**src/rtl/phase_addr_gen_pkg.sv**
```systemverilog
// Shared definitions for the phase-accumulator address generator:
// mode and state encodings, direction type and default geometry.
package phase_addr_gen_pkg;

    localparam int DEF_ACC_W  = 24;
    localparam int DEF_ADDR_W = 12;

    // Sequencing modes as seen on the mode input.
    typedef enum logic [1:0] {
        MODE_SAW_UP  = 2'd0,
        MODE_PING    = 2'd1,
        MODE_ONESHOT = 2'd2,
        MODE_SAW_DN  = 2'd3
    } mode_e;

    // Control FSM states.
    typedef enum logic [1:0] {
        ST_IDLE = 2'd0,
        ST_RUN  = 2'd1,
        ST_DONE = 2'd2
    } state_e;

    // Ping-pong travel direction.
    typedef enum logic {
        DIR_UP   = 1'b0,
        DIR_DOWN = 1'b1
    } dir_e;

endpackage

```
**src/rtl/phase_addr_gen_if.sv**
```systemverilog
// Control/status bundle between the register block (master) and the
// address generator (slave).
interface phase_addr_gen_if
    import phase_addr_gen_pkg::*;
#(
    parameter int ACC_W  = DEF_ACC_W,
    parameter int ADDR_W = DEF_ADDR_W
);

    logic              en;
    logic              start;
    logic              stop;
    logic [1:0]        mode;
    logic [ACC_W-1:0]  step;
    logic              step_load;
    logic [ADDR_W-1:0] address;
    logic              addr_valid;
    logic              wrap;
    logic              done;
    logic              busy;

    modport master (
        output en, start, stop, mode, step, step_load,
        input  address, addr_valid, wrap, done, busy
    );

    modport slave (
        input  en, start, stop, mode, step, step_load,
        output address, addr_valid, wrap, done, busy
    );

endinterface

```
**src/rtl/phase_addr_gen_step_calc.sv**
```systemverilog
// Combinational next-accumulator calculation for one advance of the
// phase accumulator in the latched mode. Reports wrap/reversal and the
// one-shot endpoint; the caller decides whether to commit the result.
module phase_addr_gen_step_calc
    import phase_addr_gen_pkg::*;
#(
    parameter int ACC_W = DEF_ACC_W
) (
    input  logic [ACC_W-1:0] acc,
    input  logic [ACC_W-1:0] step,
    input  dir_e             dir,
    input  mode_e            mode,
    output logic [ACC_W-1:0] acc_next,
    output dir_e             dir_next,
    output logic             wrap,
    output logic             at_end
);

    localparam logic [ACC_W-1:0] ACC_MAX = {ACC_W{1'b1}};

    logic [ACC_W:0]   sum;
    logic [ACC_W:0]   diff;
    logic [ACC_W-1:0] headroom;

    // The extra top bit of sum/diff is the carry/borrow out.
    assign sum      = {1'b0, acc} + {1'b0, step};
    assign diff     = {1'b0, acc} - {1'b0, step};
    assign headroom = ACC_MAX - step;

    // Select the advance rule for the latched mode; defaults hold everything.
    always_comb begin
        acc_next = acc;
        dir_next = dir;
        wrap     = 1'b0;
        at_end   = 1'b0;
        case (mode)
            MODE_SAW_UP: begin
                acc_next = sum[ACC_W-1:0];
                wrap     = sum[ACC_W];
            end
            MODE_SAW_DN: begin
                acc_next = diff[ACC_W-1:0];
                wrap     = diff[ACC_W];
            end
            MODE_PING: begin
                if (dir == DIR_UP) begin
                    if (acc > headroom) begin
                        acc_next = ACC_MAX;
                        dir_next = DIR_DOWN;
                        wrap     = 1'b1;
                    end else begin
                        acc_next = sum[ACC_W-1:0];
                    end
                end else begin
                    if (acc < step) begin
                        acc_next = '0;
                        dir_next = DIR_UP;
                        wrap     = 1'b1;
                    end else begin
                        acc_next = diff[ACC_W-1:0];
                    end
                end
            end
            MODE_ONESHOT: begin
                if (acc > headroom) begin
                    acc_next = ACC_MAX;
                    at_end   = 1'b1;
                end else begin
                    acc_next = sum[ACC_W-1:0];
                end
            end
            default: begin
                acc_next = acc;
            end
        endcase
    end

endmodule

```
**src/rtl/phase_addr_gen.sv**
```systemverilog
// Phase-accumulator read-address generator. Holds the control FSM and all
// registers; the per-mode arithmetic lives in phase_addr_gen_step_calc.
// The address output is the top ADDR_W bits of the accumulator.
module phase_addr_gen
    import phase_addr_gen_pkg::*;
#(
    parameter int ACC_W  = DEF_ACC_W,
    parameter int ADDR_W = DEF_ADDR_W
) (
    input  logic             clk,
    input  logic             rst,
    phase_addr_gen_if.slave  bus
);

    // One address per clock: step of 1 in the address field.
    localparam logic [ACC_W-1:0] STEP_DEFAULT =
        {{(ACC_W-1){1'b0}}, 1'b1} << (ACC_W - ADDR_W);

    state_e           state, state_nxt;
    logic [ACC_W-1:0] acc, acc_nxt;
    logic [ACC_W-1:0] step_reg;
    dir_e             dir, dir_nxt;
    mode_e            mode_reg, mode_nxt;
    logic             valid_q, valid_nxt;
    logic             wrap_q, wrap_nxt;
    logic             end_q, end_nxt;

    logic [ACC_W-1:0] calc_acc;
    dir_e             calc_dir;
    logic             calc_wrap;
    logic             calc_end;

    phase_addr_gen_step_calc #(
        .ACC_W (ACC_W)
    ) u_step_calc (
        .acc      (acc),
        .step     (step_reg),
        .dir      (dir),
        .mode     (mode_reg),
        .acc_next (calc_acc),
        .dir_next (calc_dir),
        .wrap     (calc_wrap),
        .at_end   (calc_end)
    );

    // Step register is independent of the FSM and may be loaded in any state.
    always_ff @(posedge clk or negedge rst) begin
        if (!rst) begin
            step_reg <= STEP_DEFAULT;
        end else if (bus.step_load) begin
            step_reg <= bus.step;
        end
    end

    // State and datapath registers.
    always_ff @(posedge clk or negedge rst) begin
        if (!rst) begin
            state    <= ST_IDLE;
            acc      <= '0;
            dir      <= DIR_UP;
            mode_reg <= MODE_SAW_UP;
            valid_q  <= 1'b0;
            wrap_q   <= 1'b0;
            end_q    <= 1'b0;
        end else begin
            state    <= state_nxt;
            acc      <= acc_nxt;
            dir      <= dir_nxt;
            mode_reg <= mode_nxt;
            valid_q  <= valid_nxt;
            wrap_q   <= wrap_nxt;
            end_q    <= end_nxt;
        end
    end

    // Next-state logic with stop > start > en priority. end_q marks the
    // cycle showing the final one-shot address so DONE follows it.
    always_comb begin
        state_nxt = state;
        acc_nxt   = acc;
        dir_nxt   = dir;
        mode_nxt  = mode_reg;
        valid_nxt = 1'b0;
        wrap_nxt  = 1'b0;
        end_nxt   = 1'b0;
        case (state)
            ST_IDLE: begin
                if (!bus.stop && bus.start) begin
                    state_nxt = ST_RUN;
                    acc_nxt   = '0;
                    dir_nxt   = DIR_UP;
                    mode_nxt  = mode_e'(bus.mode);
                    valid_nxt = 1'b1;
                end
            end
            ST_RUN: begin
                if (bus.stop) begin
                    state_nxt = ST_IDLE;
                end else if (bus.start) begin
                    acc_nxt   = '0;
                    dir_nxt   = DIR_UP;
                    mode_nxt  = mode_e'(bus.mode);
                    valid_nxt = 1'b1;
                end else if (end_q) begin
                    state_nxt = ST_DONE;
                end else if (bus.en) begin
                    acc_nxt   = calc_acc;
                    dir_nxt   = calc_dir;
                    wrap_nxt  = calc_wrap;
                    end_nxt   = calc_end;
                    valid_nxt = 1'b1;
                end
            end
            ST_DONE: begin
                state_nxt = ST_IDLE;
            end
            default: begin
                state_nxt = ST_IDLE;
            end
        endcase
    end

    assign bus.address    = acc[ACC_W-1 -: ADDR_W];
    assign bus.addr_valid = valid_q;
    assign bus.wrap       = wrap_q;
    assign bus.busy       = (state == ST_RUN);
    assign bus.done       = (state == ST_DONE);

endmodule

```
**src/flat_wrapper.sv**
```systemverilog
// flat-port wrapper written by rule: the top's interface ports become plain ports
module phase_addr_gen_flat import phase_addr_gen_pkg::*;
#(
    parameter int ACC_W  = DEF_ACC_W,
    parameter int ADDR_W = DEF_ADDR_W
)
  (clk, rst, bus_en, bus_start, bus_stop, bus_mode, bus_step, bus_step_load, bus_address, bus_addr_valid, bus_wrap, bus_done, bus_busy);
  phase_addr_gen_if #(.ACC_W(ACC_W), .ADDR_W(ADDR_W)) bus_i ();
  input  logic clk;
  input  logic rst;
  input wire logic [$bits(bus_i.en)-1:0] bus_en;
  input wire logic [$bits(bus_i.start)-1:0] bus_start;
  input wire logic [$bits(bus_i.stop)-1:0] bus_stop;
  input wire logic [$bits(bus_i.mode)-1:0] bus_mode;
  input wire logic [$bits(bus_i.step)-1:0] bus_step;
  input wire logic [$bits(bus_i.step_load)-1:0] bus_step_load;
  output wire logic [$bits(bus_i.address)-1:0] bus_address;
  output wire logic [$bits(bus_i.addr_valid)-1:0] bus_addr_valid;
  output wire logic [$bits(bus_i.wrap)-1:0] bus_wrap;
  output wire logic [$bits(bus_i.done)-1:0] bus_done;
  output wire logic [$bits(bus_i.busy)-1:0] bus_busy;
  assign bus_i.en = bus_en;
  assign bus_i.start = bus_start;
  assign bus_i.stop = bus_stop;
  assign bus_i.mode = bus_mode;
  assign bus_i.step = bus_step;
  assign bus_i.step_load = bus_step_load;
  assign bus_address = bus_i.address;
  assign bus_addr_valid = bus_i.addr_valid;
  assign bus_wrap = bus_i.wrap;
  assign bus_done = bus_i.done;
  assign bus_busy = bus_i.busy;
  phase_addr_gen #(.ACC_W(ACC_W), .ADDR_W(ADDR_W)) u_core (.clk(clk), .rst(rst), .bus(bus_i));
endmodule
```
**config.mk**
```make
export PLATFORM = sky130hd
export DESIGN_NAME = phase_addr_gen_flat
export DESIGN_NICKNAME = d
export VERILOG_FILES = /design/src/rtl/phase_addr_gen_pkg.sv /design/src/rtl/phase_addr_gen_if.sv /design/src/rtl/phase_addr_gen_step_calc.sv /design/src/rtl/phase_addr_gen.sv /design/src/flat_wrapper.sv
export SDC_FILE = /design/constraint.sdc
export NUM_CORES = 1
export LEC_CHECK = 0
export BUFFER_PORTS_ARGS = -buffer_cell sky130_fd_sc_hd__buf_2
export CAP_MARGIN = 40
export CORE_ASPECT_RATIO = 0.9
export CORE_MARGIN = 1
export CORE_UTILIZATION = 45
export CTS_CLUSTER_DIAMETER = 30
export DETAILED_ROUTE_END_ITERATION = 8
export PLACE_DENSITY = 0.71
export SYNTH_ARGS = -nofsm -noshare
export SYNTH_HDL_FRONTEND = slang
export SYNTH_SLANG_ARGS = --single-unit
```
**constraint.sdc**
```tcl
create_clock -name clk -period 3.5 [get_ports clk]
set_input_delay 0.35 -clock clk [delete_from_list [all_inputs] [get_ports clk]]
set_output_delay 0.35 -clock clk [all_outputs]
set_load 0.02 [all_outputs]
```
# Word level (Yosys, flattened, before mapping)
# Index checks and enable logic that the tools add are counted.
# classes
magnitude_cmp	2
reduce_logical	9
n_eq_ne	13
mux	49
add_sub_neg	3
# op_table
op	count
$mux 24	8
$pmux 24 s4	1
$pmux 24 s2	1
$mux 1	27
$add 24x24->25	1
$sub 24x24->25	1
$gt 24x24->1	1
$lt 24x24->1	1
$sub 24x24->24 const A	1
$mux 2	7
$ne 3x3->1 const B	3
$pmux 2 s2	2
$eq 2x2->1 const B	3
$ne 3x2->1 const B	2
$reduce_and 6->1	1
$reduce_and 5->1	1
$eq 2x1->1 const B	2
$logic_not 2->1	2
$ne 2x2->1 const B	2
$pmux 1 s2	2
$reduce_and 4->1	1
$pmux 1 s3	1
$reduce_and 3->1	1
$ne 2x1->1 const B	1
3 further kinds	3
# word_totals
register_bits	56
out_inout_bits	16

# Logic depth before layout (Yosys ltp)
# Gate-level depths: netlist of run 1.
# logic_depth
depth_word	10
ltp_mapped	13
depth_no_buf	12

# Cells and area by module
# A second synthesis of run 1 with hierarchy kept.
# hier_totals
hier_cells	738
hier_area_um2	5921.9
# by_module_without_submodules
module	cells_per_inst	area_per_inst_um2	instances
phase_addr_gen_step_calc	509	3243.1	1
phase_addr_gen	229	2678.8	1

# Least setup slack after synthesis of run 1
# OpenSTA, ideal clock, no wires.
# synth_path
path_kind	register -> register
startpoint	register u_core.acc[0]
endpoint	register u_core.acc[18]
path_buffers	0
path_stages_with_launch	13
synth_period_minus_slack_ps	2943
setup_time_ps	126
arrival_ps	2817
required_time_ps	3374
setup_slack_ps	557
path_cell_list	dfrtp_1 > inv_1 > ha_1 > inv_1 > fa_1 > a211oi_4 > o211ai_2 > a311oi_1 > o31a_2 > o31ai_1 > a31o_1 > a311o_1 > a221o_1
# synth_via
elab_chain_len	9
elab_cells_between_ends	13
# synth_lines
item	line_no	text
from (decl)	phase_addr_gen.sv:20	logic [ACC_W-1:0] acc, acc_nxt;
from (signal assigned)	phase_addr_gen.sv:67	acc <= acc_nxt;
$add 24x24->25, or another cell as far along	phase_addr_gen_step_calc.sv:26	assign sum = {1'b0, acc} + {1'b0, step};
$mux 24, on equally long branches	phase_addr_gen_step_calc.sv:47, phase_addr_gen_step_calc.sv:65, phase_addr_gen_step_calc.sv:55	
$mux 24	phase_addr_gen_step_calc.sv:46	if (dir == DIR_UP) begin
$pmux 24 s4 *	phase_addr_gen_step_calc.sv:36	case (mode)
$mux 24 *	phase_addr_gen.sv:106	end else if (bus.en) begin
$mux 24 *	phase_addr_gen.sv:104	end else if (end_q) begin
$mux 24 *	phase_addr_gen.sv:99	end else if (bus.start) begin
$mux 24 *	phase_addr_gen.sv:97	if (bus.stop) begin
$pmux 24 s2 *	phase_addr_gen.sv:86	case (state)
# Mark *: on every way between the ends. The rest lies on a longest branch, timed or not. The select of a mux whose other input is x is not followed.
# A chain may end at the register's enable or synchronous reset.

# Worst setup path after layout of run 1
# Same ends and word-level chain as after synthesis.

==> results of run 1 <==
==> cell families after synthesis <==
group                    after synthesis
adder cells (fa/ha/maj)               51
XOR/XNOR                              19
AND/OR/NAND/NOR                      180
buffers and inverters                105
multiplexers                           3
flip-flops                            56
AO/OA/AOI/OAI                        270
==> power breakdown <==
part | switching [W] | internal [W] | leakage [nW]
combinational | 0.000939 | 0.000579 | 2.01
sequential | 0.0000664 | 0.000715 | 0.719
clock | 0.000255 | 0.000265 | 0.0736
==> cell usage in the layout, fill, tap and decap left out, drive strengths merged, types with 6 or more instances in the layout <==
master	n
buf	76
o21ai	64
nand2	60
a21oi	57
dfrtp	55
inv	54
ha	49
nor2	37
xnor2	19
nor3	17
a211oi	14
a22o	13
a221oi	12
o21bai	10
nor4	10
o221a	9
o211ai	9
a21o	9
nand3	8
nand2b	8
a31oi	8
a221o	8
and2	6
o31ai	6
==> worst min path at each step <==
stage / slack [ns] / cells after the start / startpoint / endpoint
floorplan: 0.05 / 0 / rst / u_core.acc[0]$_DFFE_PN0P_
global placement: 0.40 / 1 / rst / u_core.step_reg[11]$_DFFE_PN0P_
detailed placement: 0.41 / 1 / rst / u_core.acc[11]$_DFFE_PN0P_
CTS: 0.08 / 1 / rst / u_core.step_reg[9]$_DFFE_PN0P_
global route: 0.12 / 1 / rst / u_core.step_reg[9]$_DFFE_PN0P_
finish: 0.06 / 1 / rst / u_core.acc[10]$_DFFE_PN0P_
==> metal layers <==
layer / wire length, um / GRT usage [%] / up-vias
met5: 0 / 0 / -
met2: 7820 / 44.8 / 227
met4: 367 / 10.1 / 0
li1: - / - / 2580
met1: 7800 / 37.0 / 2635
met3: 1160 / 4.64 / 28
==> cells in the mapped netlist, types with 3 or more instances <==
library cell | number | area share, %
o21ai_0 | 61 | 5.4
nand2_1 | 60 | 4.0
a21oi_1 | 57 | 5.1
dfrtp_1 | 55 | 24
inv_1 | 53 | 3.5
ha_1 | 49 | 11
nor2_1 | 36 | 2.4
xnor2_1 | 19 | 3.0
clkbuf_1 | 17 | 1.1
nor3_1 | 17 | 1.5
a22o_1 | 13 | 2.0
buf_4 | 13 | 1.7
a211oi_1 | 12 | 1.6
a221oi_1 | 12 | 1.9
buf_2 | 10 | 0.89
o21bai_1 | 10 | 1.3
nor4_1 | 9 | 1.0
o221a_2 | 9 | 1.8
a221o_1 | 8 | 1.4
a31oi_1 | 8 | 0.89
nand2b_1 | 8 | 0.89
nand3_1 | 8 | 0.71
o211ai_1 | 8 | 1.1
a21o_1 | 7 | 0.93
clkbuf_8 | 6 | 1.5
a21boi_0 | 5 | 0.67
nand4_1 | 5 | 0.56
nor2b_1 | 5 | 0.56
o21a_1 | 5 | 0.67
a31o_2 | 4 | 0.62
and2_1 | 4 | 0.44
o221ai_1 | 4 | 0.62
o22ai_1 | 4 | 0.44
a211o_1 | 3 | 0.47
buf_6 | 3 | 0.60
nor4b_1 | 3 | 0.47
o211a_1 | 3 | 0.53
o31a_1 | 3 | 0.47
o31ai_1 | 3 | 0.40
or3_1 | 3 | 0.33
or4_1 | 3 | 0.40
==> through the flow <==
stage | cells | cell area, um2
2_1_floorplan | 684 | 5630
3_5_place_dp | 869 | 5950
5_1_grt | 877 | 6090
6_report | 877 | 6090
3_3_place_gp | 868 | 5950
4_1_cts | 877 | 6090
==> layout make-up <==
cell class | instances | area (um2) | share of cell area (%)
multi-input combinational | 523 | 3690 | 60.6
sequential | 56 | 1400 | 23.0
clock buffer | 5 | 125 | 2.05
timing repair buffer | 76 | 450 | 7.39
tap | 160 | 200 | 3.28
clock inverter | 3 | 18.8 | 0.308
inverter | 54 | 203 | 3.33
==> worst register-to-register path, delay by kind of cell, from the launching register on <==
family          cells  cell delay [ns]
compound gates      8             2.08
fa+ha+maj           2             0.63
flops               1             0.40
buf+inv             2             0.14
==> results.txt, run 1 <==
Routed Wire Length -> 17.2 mm
Yosys reg bits -> 56
Placement Rows -> 38
Max H-tree Level -> 2
cell area after synthesis -> 5630 um2
clock transition at the registers of the reported paths -> 0.07 ns
Worst VDD drop -> 0.193 mV
data arrival time of the critical path -> 3.57 ns
area share of fa/ha/maj cells after synthesis -> 11.6%
simple-gate area share of the yosys netlist -> 16.4%
final worst-path setup slack -> 0.119 ns
detailed placement HPWL -> 13.0 mm
top-level I/O count -> 48
path type of the worst min-delay path -> in -> async
count of cell instances traversed by the critical path -> 12
worst path cell trace -> inv_1 -> ha_1 -> inv_1 -> fa_1 -> a211oi_4 -> o211ai_2 -> a311oi_1 -> o31a_2 -> o31ai_1 -> a31o_1 -> a311o_1 -> a221o_1
clock tree from TritonCTS -> built
Leakage Power -> 2.80 nW
Synth Warn # -> 0
start-to-end type of the worst setup path -> reg -> reg
cells after synthesis -> 684
Core Util, Final -> 50.3%
post-synthesis mux area share -> 0.578%
Gates resized, CTS repair -> 0
buffers plus inverters on the worst setup path -> 2
first-pass GRT wire length -> 28.1 mm
Crit path largest cell delay -> 0.46 ns
unrepaired setup endpoints after global routing -> no
shortest clock period the worst path allows after layout -> 3.38 ns
Iteration-0 DRC Markers -> 498
final global-route overflow total -> 0
total number of vias -> 5470
sinks on the clock net -> 56
power density over the cells -> 463 nW/um2
drt wl/cell -> 19.6 um
placer's final routability congestion estimate -> 0.940
average instance area after synthesis -> 8.23 um2
count of antenna diodes in the layout -> 0
r2r endpoint -> u_core.acc[18]$_DFFE_PN0P_
required time of the worst setup path -> 3.69 ns
DRC violation count after routing -> 0
FMAX -> 296 MHz
Max Buffers Root-to-Sink -> 2
Yosys cell types -> 86
share of the synthesized area in compound gates (AO/OA/AOI/OAI) -> 34.0%
via/cell ratio -> 6.24
Num CTS Buffers -> 5
I/O Buffers -> 47
vias in the first global route -> 5520
Mapped Nets -> 767
Setup WS pre-CTS -> 0.244 ns
Detailed Routing Iterations Pass 1 -> 5
post-route clock period utilization -> 96.6%
layout-stage area growth over the synthesis result -> 8.29%
async set-reset flop share out of synthesis -> 100%
setup fix buffers added after clock tree synthesis -> 0
Worst Tran Pin Value -> 0.905 ns
number of antenna violations at the first check in global routing -> 0
Final Hold Vio Count -> 0
library cell appearing most often on the critical path -> inv_1
post-synthesis share of cell area spent on xor and xnor gates -> 2.96%
main combinational cell family by area after synthesis -> compound AO/OA/AOI/OAI gates
flip-flop cell with the highest count after synthesis -> dfrtp_1
slowest stage cell, crit path -> fa_1
final setup TNS -> 0 ns
Max Clock Skew -> 0.00483 ns
Max Cap Viol -> 0
minimum hold slack -> 0.0573 ns
insertion delay of the later-clocked pin in the worst-skew pair -> 0.31 ns
part of the Yosys area used for sequential elements -> 24.9%
run status -> finished clean
worst reg2reg path startpoint -> u_core.acc[0]$_DFFE_PN0P_
initial core utilization -> 46.4%
number of hold-repair buffers added at the cts stage -> 0
number of cells on the worst reg-to-reg path -> 12
share of layout cells above drive strength 1 -> 17.2%
Die X-Extent -> 120 um
pin count of the biggest net entering global routing -> 49
Clock Tree Root -> clkbuf_16
crit-path max FO -> 4
setup slack on the worst flop-to-flop path -> 0.12 ns
core outline area -> 12100 um2
worst slew margin relative to its limit -> 39.7%
Post-synth EDFFs -> 0
kind of end point of the critical path -> register
nets -> 799
count of final max-slew check failures -> 0
total routing resource utilization after global routing -> 27.6%
crit start category -> register
full die area -> 13000 um2
final setup violating endpoints -> 0
Largest delay share family, worst path -> compound AO/OA/AOI/OAI gates
total power after layout -> 0.00282 W
capturing instance or port of the critical path -> u_core.acc[18]$_DFFE_PN0P_
source of the critical timing path -> u_core.acc[0]$_DFFE_PN0P_
number of fillers in the final layout -> 1210
y dimension of the die -> 108 um
post-detailed-route count of antenna-violating nets -> 0
Power figures use the tool's default switching activity.
==> inputs of run 2 (changes only) <==
--- a/config.mk
+++ b/config.mk
@@ -10,6 +10,7 @@
 export CORE_ASPECT_RATIO = 0.9
 export CORE_MARGIN = 1
 export CORE_UTILIZATION = 45
+export CTS_BUF_LIST = sky130_fd_sc_hd__clkbuf_2
 export CTS_CLUSTER_DIAMETER = 30
 export DETAILED_ROUTE_END_ITERATION = 8
 export PLACE_DENSITY = 0.71
==> run 2 against run 1 <==
Sequential share of layout area fell by 0.66 points. Sequential power barely moved. Critical path depth did not move. Routed wire length barely moved. Critical path type unchanged. Total power fell by 7.5%. Register-to-register slack barely moved. Critical endpoint unchanged. Cell area rose by 3.0%. Largest cell class unchanged. First-iteration DRC count rose by 2.2%.
==> results.txt, run 2 (synthesis results as in run 1) <==
share of power burned in combinational logic -> 59.0%
count of final max-slew check failures -> 0
net load switching power -> 0.00124 W
core outline area -> 12100 um2
placer's final routability congestion estimate -> 0.940
Setup WS pre-CTS -> 0.244 ns
post-route clock period utilization -> 96.6%
number of antenna violations at the first check in global routing -> 0
Worst Tran Pin Value -> 0.883 ns
kind of end point of the critical path -> register
data arrival time of the critical path -> 3.87 ns
detailed placement HPWL -> 13.0 mm
total placed cells including tap cells -> 869
sinks on the clock net -> 56
start-to-end type of the worst setup path -> reg -> reg
Max Clock Skew -> 0.0287 ns
Clock Tree Root -> clkbuf_2
Max H-tree Level -> 2
commonest non-fill, non-tap cell in the layout -> o21ai_0
Iteration-0 DRC Markers -> 509
nets -> 827
power density over the cells -> 415 nW/um2
run status -> finished clean
final worst-path setup slack -> 0.117 ns
slowest stage cell, crit path -> dfrtp_1
total number of vias -> 5543
shortest clock period the worst path allows after layout -> 3.38 ns
Num CTS Buffers -> 5
most frequent cells in the layout -> o21ai_0, nand2_1, a21oi_1
Routed Wire Length -> 17.2 mm
Crit path largest cell delay -> 0.48 ns
total routing resource utilization after global routing -> 27.9%
Cell Int Power -> 0.00136 W
final setup violating endpoints -> 0
switching part of the total -> 47.7%
Max Cap Viol -> 0
Largest delay share family, worst path -> compound AO/OA/AOI/OAI gates
via/cell ratio -> 6.12
clock transition at the registers of the reported paths -> 0.32 ns
post-detailed-route count of antenna-violating nets -> 0
Detailed Routing Iterations Pass 1 -> 5
top-level I/O count -> 48
DRC violation count after routing -> 0
Leakage Power -> 2.88 nW
pin count of the biggest net entering global routing -> 49
Max Buffers Root-to-Sink -> 2
buffers plus inverters on the worst setup path -> 2
insertion delay of the later-clocked pin in the worst-skew pair -> 0.56 ns
final global-route overflow total -> 0
Placement Rows -> 38
worst slew margin relative to its limit -> 41.1%
vias in the first global route -> 5570
I/O Buffers -> 47
proportion of power drawn by flip-flops and latches -> 30.0%
y dimension of the die -> 108 um
FMAX -> 296 MHz
full die area -> 13000 um2
first-pass GRT wire length -> 28.3 mm
clock network fraction of design power -> 11.0%
final instance count without filler cells -> 905
layout-stage area growth over the synthesis result -> 11.5%
library cell appearing most often on the critical path -> inv_1
crit start category -> register
setup fix buffers added after clock tree synthesis -> 0
required time of the worst setup path -> 3.99 ns
count of antenna diodes in the layout -> 0
initial core utilization -> 46.4%
share of layout cells above drive strength 1 -> 16.5%
Die X-Extent -> 120 um
drt wl/cell -> 19.0 um
worst path cell trace -> inv_1 -> ha_1 -> inv_1 -> fa_1 -> a211oi_4 -> o211ai_2 -> a311oi_1 -> o31a_2 -> o31ai_1 -> a31o_1 -> a311o_1 -> a221o_1
unrepaired setup endpoints after global routing -> no
path type of the worst min-delay path -> in -> reg
final setup TNS -> 0 ns
crit-path max FO -> 4
Gates resized, CTS repair -> 0
Worst VDD drop -> 0.177 mV
Final Hold Vio Count -> 0
clock tree from TritonCTS -> built
==> run 2: layout make-up <==
| type | instances | area (um2) |
|---|---|---|
| Clock inverter | 3 | 18.8 |
| Inverter | 54 | 203 |
| Multi-Input combinational cell | 523 | 3690 |
| Tap cell | 160 | 200 |
| Fill cell | 1210 | 5850 |
| Timing Repair Buffer | 104 | 731 |
| Clock buffer | 5 | 25.0 |
| Sequential cell | 56 | 1400 |
==> run 2: stage by stage <==
stage | hold WS [ns] | utilization (%) | total power [W] | cell area, um2
final | 0.0699 | 51.8 | 0.00261 | 6270
after detailed placement | 0.413 | 49.1 | 0.00228 | 5950
after floorplan | 0.0544 | - | 0.00190 | 5630
after global routing | 0.116 | 51.8 | 0.00279 | 6270
after CTS | 0.0298 | 51.8 | 0.00259 | 6270
after global placement | 0.405 | 49.0 | 0.00226 | 5950
==> run 2: what timing repair did <==
item / in CTS / in global routing
endpoints found under the hold margin: 55 / 0
hold buffers: 28 / 0
setup endpoints to repair: 0 / 0
==> run 2: power by group through the flow <==
stage	clock, W	sequential, W	combinational, W
5_1_grt	0.000315	0.000795	0.00168
2_1_floorplan	0	0.000774	0.00113
3_5_place_dp	0	0.000794	0.00148
4_1_cts	0.000298	0.000783	0.00151
3_3_place_gp	0	0.000788	0.00147
6_report	0.000287	0.000783	0.00154
==> run 2: routing by layer <==
metal  part of all wire [%]  track usage [%]  routed length [um]
met3                    7.1             4.69                1220
met2                     45             45.1                7790
met5                      0                0                   0
met4                    2.5             10.9                 437
met1                     45             37.1                7720
==> run 2: worst paths after layout <==
path,depth (start not counted),slack (ns),start,end
worst max register to register,12,0.12,u_core.acc[0]$_DFFE_PN0P_,u_core.acc[18]$_DFFE_PN0P_
min in group asynchronous,2,0.29,rst,u_core.step_reg[2]$_DFFE_PN0P_
worst min register to register,2,0.55,u_core.step_reg[12]$_DFFE_PN1P_,u_core.step_reg[12]$_DFFE_PN1P_
max in group asynchronous,3,2.31,rst,u_core.step_reg[12]$_DFFE_PN1P_
worst max-delay path,12,0.12,u_core.acc[0]$_DFFE_PN0P_,u_core.acc[18]$_DFFE_PN0P_
worst min-delay path,3,0.07,bus_start,u_core.state[0]$_DFFE_PN0P_
==> run 2: worst register-to-register path, cell delays in order, from the launching register on <==
cell and delay (ns):
dfrtp_1 0.48, inv_1 0.08, ha_1 0.16, inv_1 0.06
fa_1 0.46, a211oi_4 0.27, o211ai_2 0.15, a311oi_1 0.40
o31a_2 0.22, o31ai_1 0.10, a31o_1 0.25, a311o_1 0.35
a221o_1 0.33
==> inputs of run 3 (changes only) <==
==> constraint.sdc (replaced) <==
create_clock -name clk -period 3.93 [get_ports clk]
set_input_delay 0.393 -clock clk [delete_from_list [all_inputs] [get_ports clk]]
set_output_delay 0.393 -clock clk [all_outputs]
set_load 0.02 [all_outputs]
==> run 3 against run 2 <==
Fmax decreased by 2.7%. Worst setup slack improved by 0.34 ns. Flip-flop and latch count unchanged. Clock power decreased by 8.0%. Critical endpoint is now u_core.acc[8]$_DFFE_PN0P_.
==> results.txt, run 3 (synthesis results as in run 1) <==
Crit path largest cell delay -> 0.55 ns
placer's final routability congestion estimate -> 0.944
FMAX -> 288 MHz
run status -> finished clean
post-route clock period utilization -> 88.5%
final global-route overflow total -> 0
total power after layout -> 0.00229 W
Routed Wire Length -> 17.3 mm
clock tree from TritonCTS -> built
kind of end point of the critical path -> register
buffers plus inverters on the worst setup path -> 1
shortest clock period the worst path allows after layout -> 3.48 ns
Iteration-0 DRC Markers -> 411
insertion delay of the later-clocked pin in the worst-skew pair -> 0.56 ns
Num CTS Buffers -> 5
Sequential cell area -> 1400 um2
setup slack on the worst flop-to-flop path -> 0.45 ns
most frequent cells in the layout -> o21ai_0, nand2_1, a21oi_1
via/cell ratio -> 6.29
start-to-end type of the worst setup path -> reg -> reg
worst slew margin relative to its limit -> 49.0%
layout-stage area growth over the synthesis result -> 7.36%
first-pass GRT wire length -> 27.7 mm
Final Hold Vio Count -> 0
library cell appearing most often on the critical path -> o21ai_0
post-detailed-route count of antenna-violating nets -> 0
pin count of the biggest net entering global routing -> 49
vias in the first global route -> 5216
commonest non-fill, non-tap cell in the layout -> o21ai_0
Placement Rows -> 38
worst path cell trace -> ha_1 -> o21ai_0 -> a211oi_1 -> o211ai_1 -> a21oi_1 -> or2_1 -> buf_4 -> a221oi_1 -> o21ai_0 -> a22o_1
number of antenna violations at the first check in global routing -> 0
sinks on the clock net -> 56
data arrival time of the critical path -> 3.99 ns
count of final max-slew check failures -> 0
crit-path max FO -> 12
full die area -> 13000 um2
Max H-tree Level -> 2
Max Cap Viol -> 0
Max Clock Skew -> 0.0234 ns
clock transition at the registers of the reported paths -> 0.33 ns
area of the multi-input gates -> 3690 um2
number of hold-repair buffers added at the cts stage -> 12
setup fix buffers added after clock tree synthesis -> 0
I/O Buffers -> 47
slowest stage cell, crit path -> ha_1
drt wl/cell -> 19.7 um
r2r endpoint -> u_core.acc[8]$_DFFE_PN0P_
Detailed Routing Iterations Pass 1 -> 8
number of fillers in the final layout -> 1216
core outline area -> 12100 um2
Leakage Power -> 2.75 nW
number of cells on the worst reg-to-reg path -> 10
DRC violation count after routing -> 0
Clock Tree Root -> clkbuf_2
power density over the cells -> 378 nW/um2
top-level I/O count -> 48
worst reg2reg path startpoint -> u_core.acc[2]$_DFFE_PN0P_
crit start category -> register
Die X-Extent -> 120 um
count of antenna diodes in the layout -> 0
Largest delay share family, worst path -> compound AO/OA/AOI/OAI gates
Worst VDD drop -> 0.186 mV
total routing resource utilization after global routing -> 27.4%
share of layout cells above drive strength 1 -> 14.9%
total number of vias -> 5515
final setup TNS -> 0 ns
final setup violating endpoints -> 0
unrepaired setup endpoints after global routing -> no
detailed placement HPWL -> 12.6 mm
Worst Tran Pin Value -> 0.765 ns
Gates resized, CTS repair -> 0
depth of the worst hold-timing path -> 3
source of the critical timing path -> u_core.acc[2]$_DFFE_PN0P_
capturing instance or port of the critical path -> u_core.acc[8]$_DFFE_PN0P_
initial core utilization -> 46.4%
required time of the worst setup path -> 4.44 ns
path type of the worst min-delay path -> in -> reg
nets -> 799
y dimension of the die -> 108 um
Max Buffers Root-to-Sink -> 2
count of cell instances traversed by the critical path -> 10
run 3: cell count changes in the layout (fill, tap and decap cells not counted):
cell and delta:
clkinvlp_4 +2, buf_2 -1, clkinv_2 -2, buf_4 -15, dlygate4sd3_1 -12
run 3: worst min-delay path by stage:
stage          slack, ns         start                               to
2_1_floorplan        0.1           rst        u_core.acc[0]$_DFFE_PN0P_
3_3_place_gp        0.49           rst  u_core.bus.addr_valid$_DFF_PN0_
3_5_place_dp        0.50           rst  u_core.bus.addr_valid$_DFF_PN0_
4_1_cts           0.0007   bus_step[4]   u_core.step_reg[4]$_DFFE_PN0P_
5_1_grt            0.002   bus_mode[0]   u_core.mode_reg[0]$_DFFE_PN0P_
6_report            0.02  bus_step[17]  u_core.step_reg[17]$_DFFE_PN0P_
run 3: where the power goes:
part           internal [W]  switching (W)  leakage [nW]  total [W]
clock             0.0000442       0.000220        0.0252   0.000264
sequential         0.000638      0.0000573         0.719   0.000695
combinational      0.000495       0.000831          2.00    0.00133
run 3: worst reg2reg max path, cell delays in order (launching register included):
cell,delay [ns]
dfrtp_1,0.48
ha_1,0.55
o21ai_0,0.21
a211oi_1,0.49
o211ai_1,0.23
a21oi_1,0.20
or2_1,0.42
buf_4,0.27
a221oi_1,0.09
o21ai_0,0.33
a22o_1,0.18
run 3: per-layer routing:
layer	global-route usage (%)	part of all wire, %	vias up
met5	0	0	-
met4	8.13	1.9	0
met3	3.11	7.3	33
met2	44.9	46	245
met1	37.9	45	2649
li1	-	-	2588
run 3: per-stage QoR:
step	instance area, um2	util (%)	cells	hold WS [ns]	worst slack, ns
6_report	6040	49.8	877	0.0246	0.454
3_5_place_dp	5830	48.1	853	0.495	0.625
4_1_cts	6000	49.5	873	0.000701	0.564
5_1_grt	6040	49.8	877	0.00240	0.289
3_3_place_gp	5830	48.1	853	0.487	0.599
2_1_floorplan	5630	-	684	0.0974	0.987
run 3: cell type report:
type / count / area share [%]
clock buffer: 5 / 0.414
timing repair buffer: 76 / 8.16
sequential: 56 / 23.2
multi-input combinational: 523 / 61.2
tap: 160 / 3.31
clock inverter: 3 / 0.393
inverter: 54 / 3.35
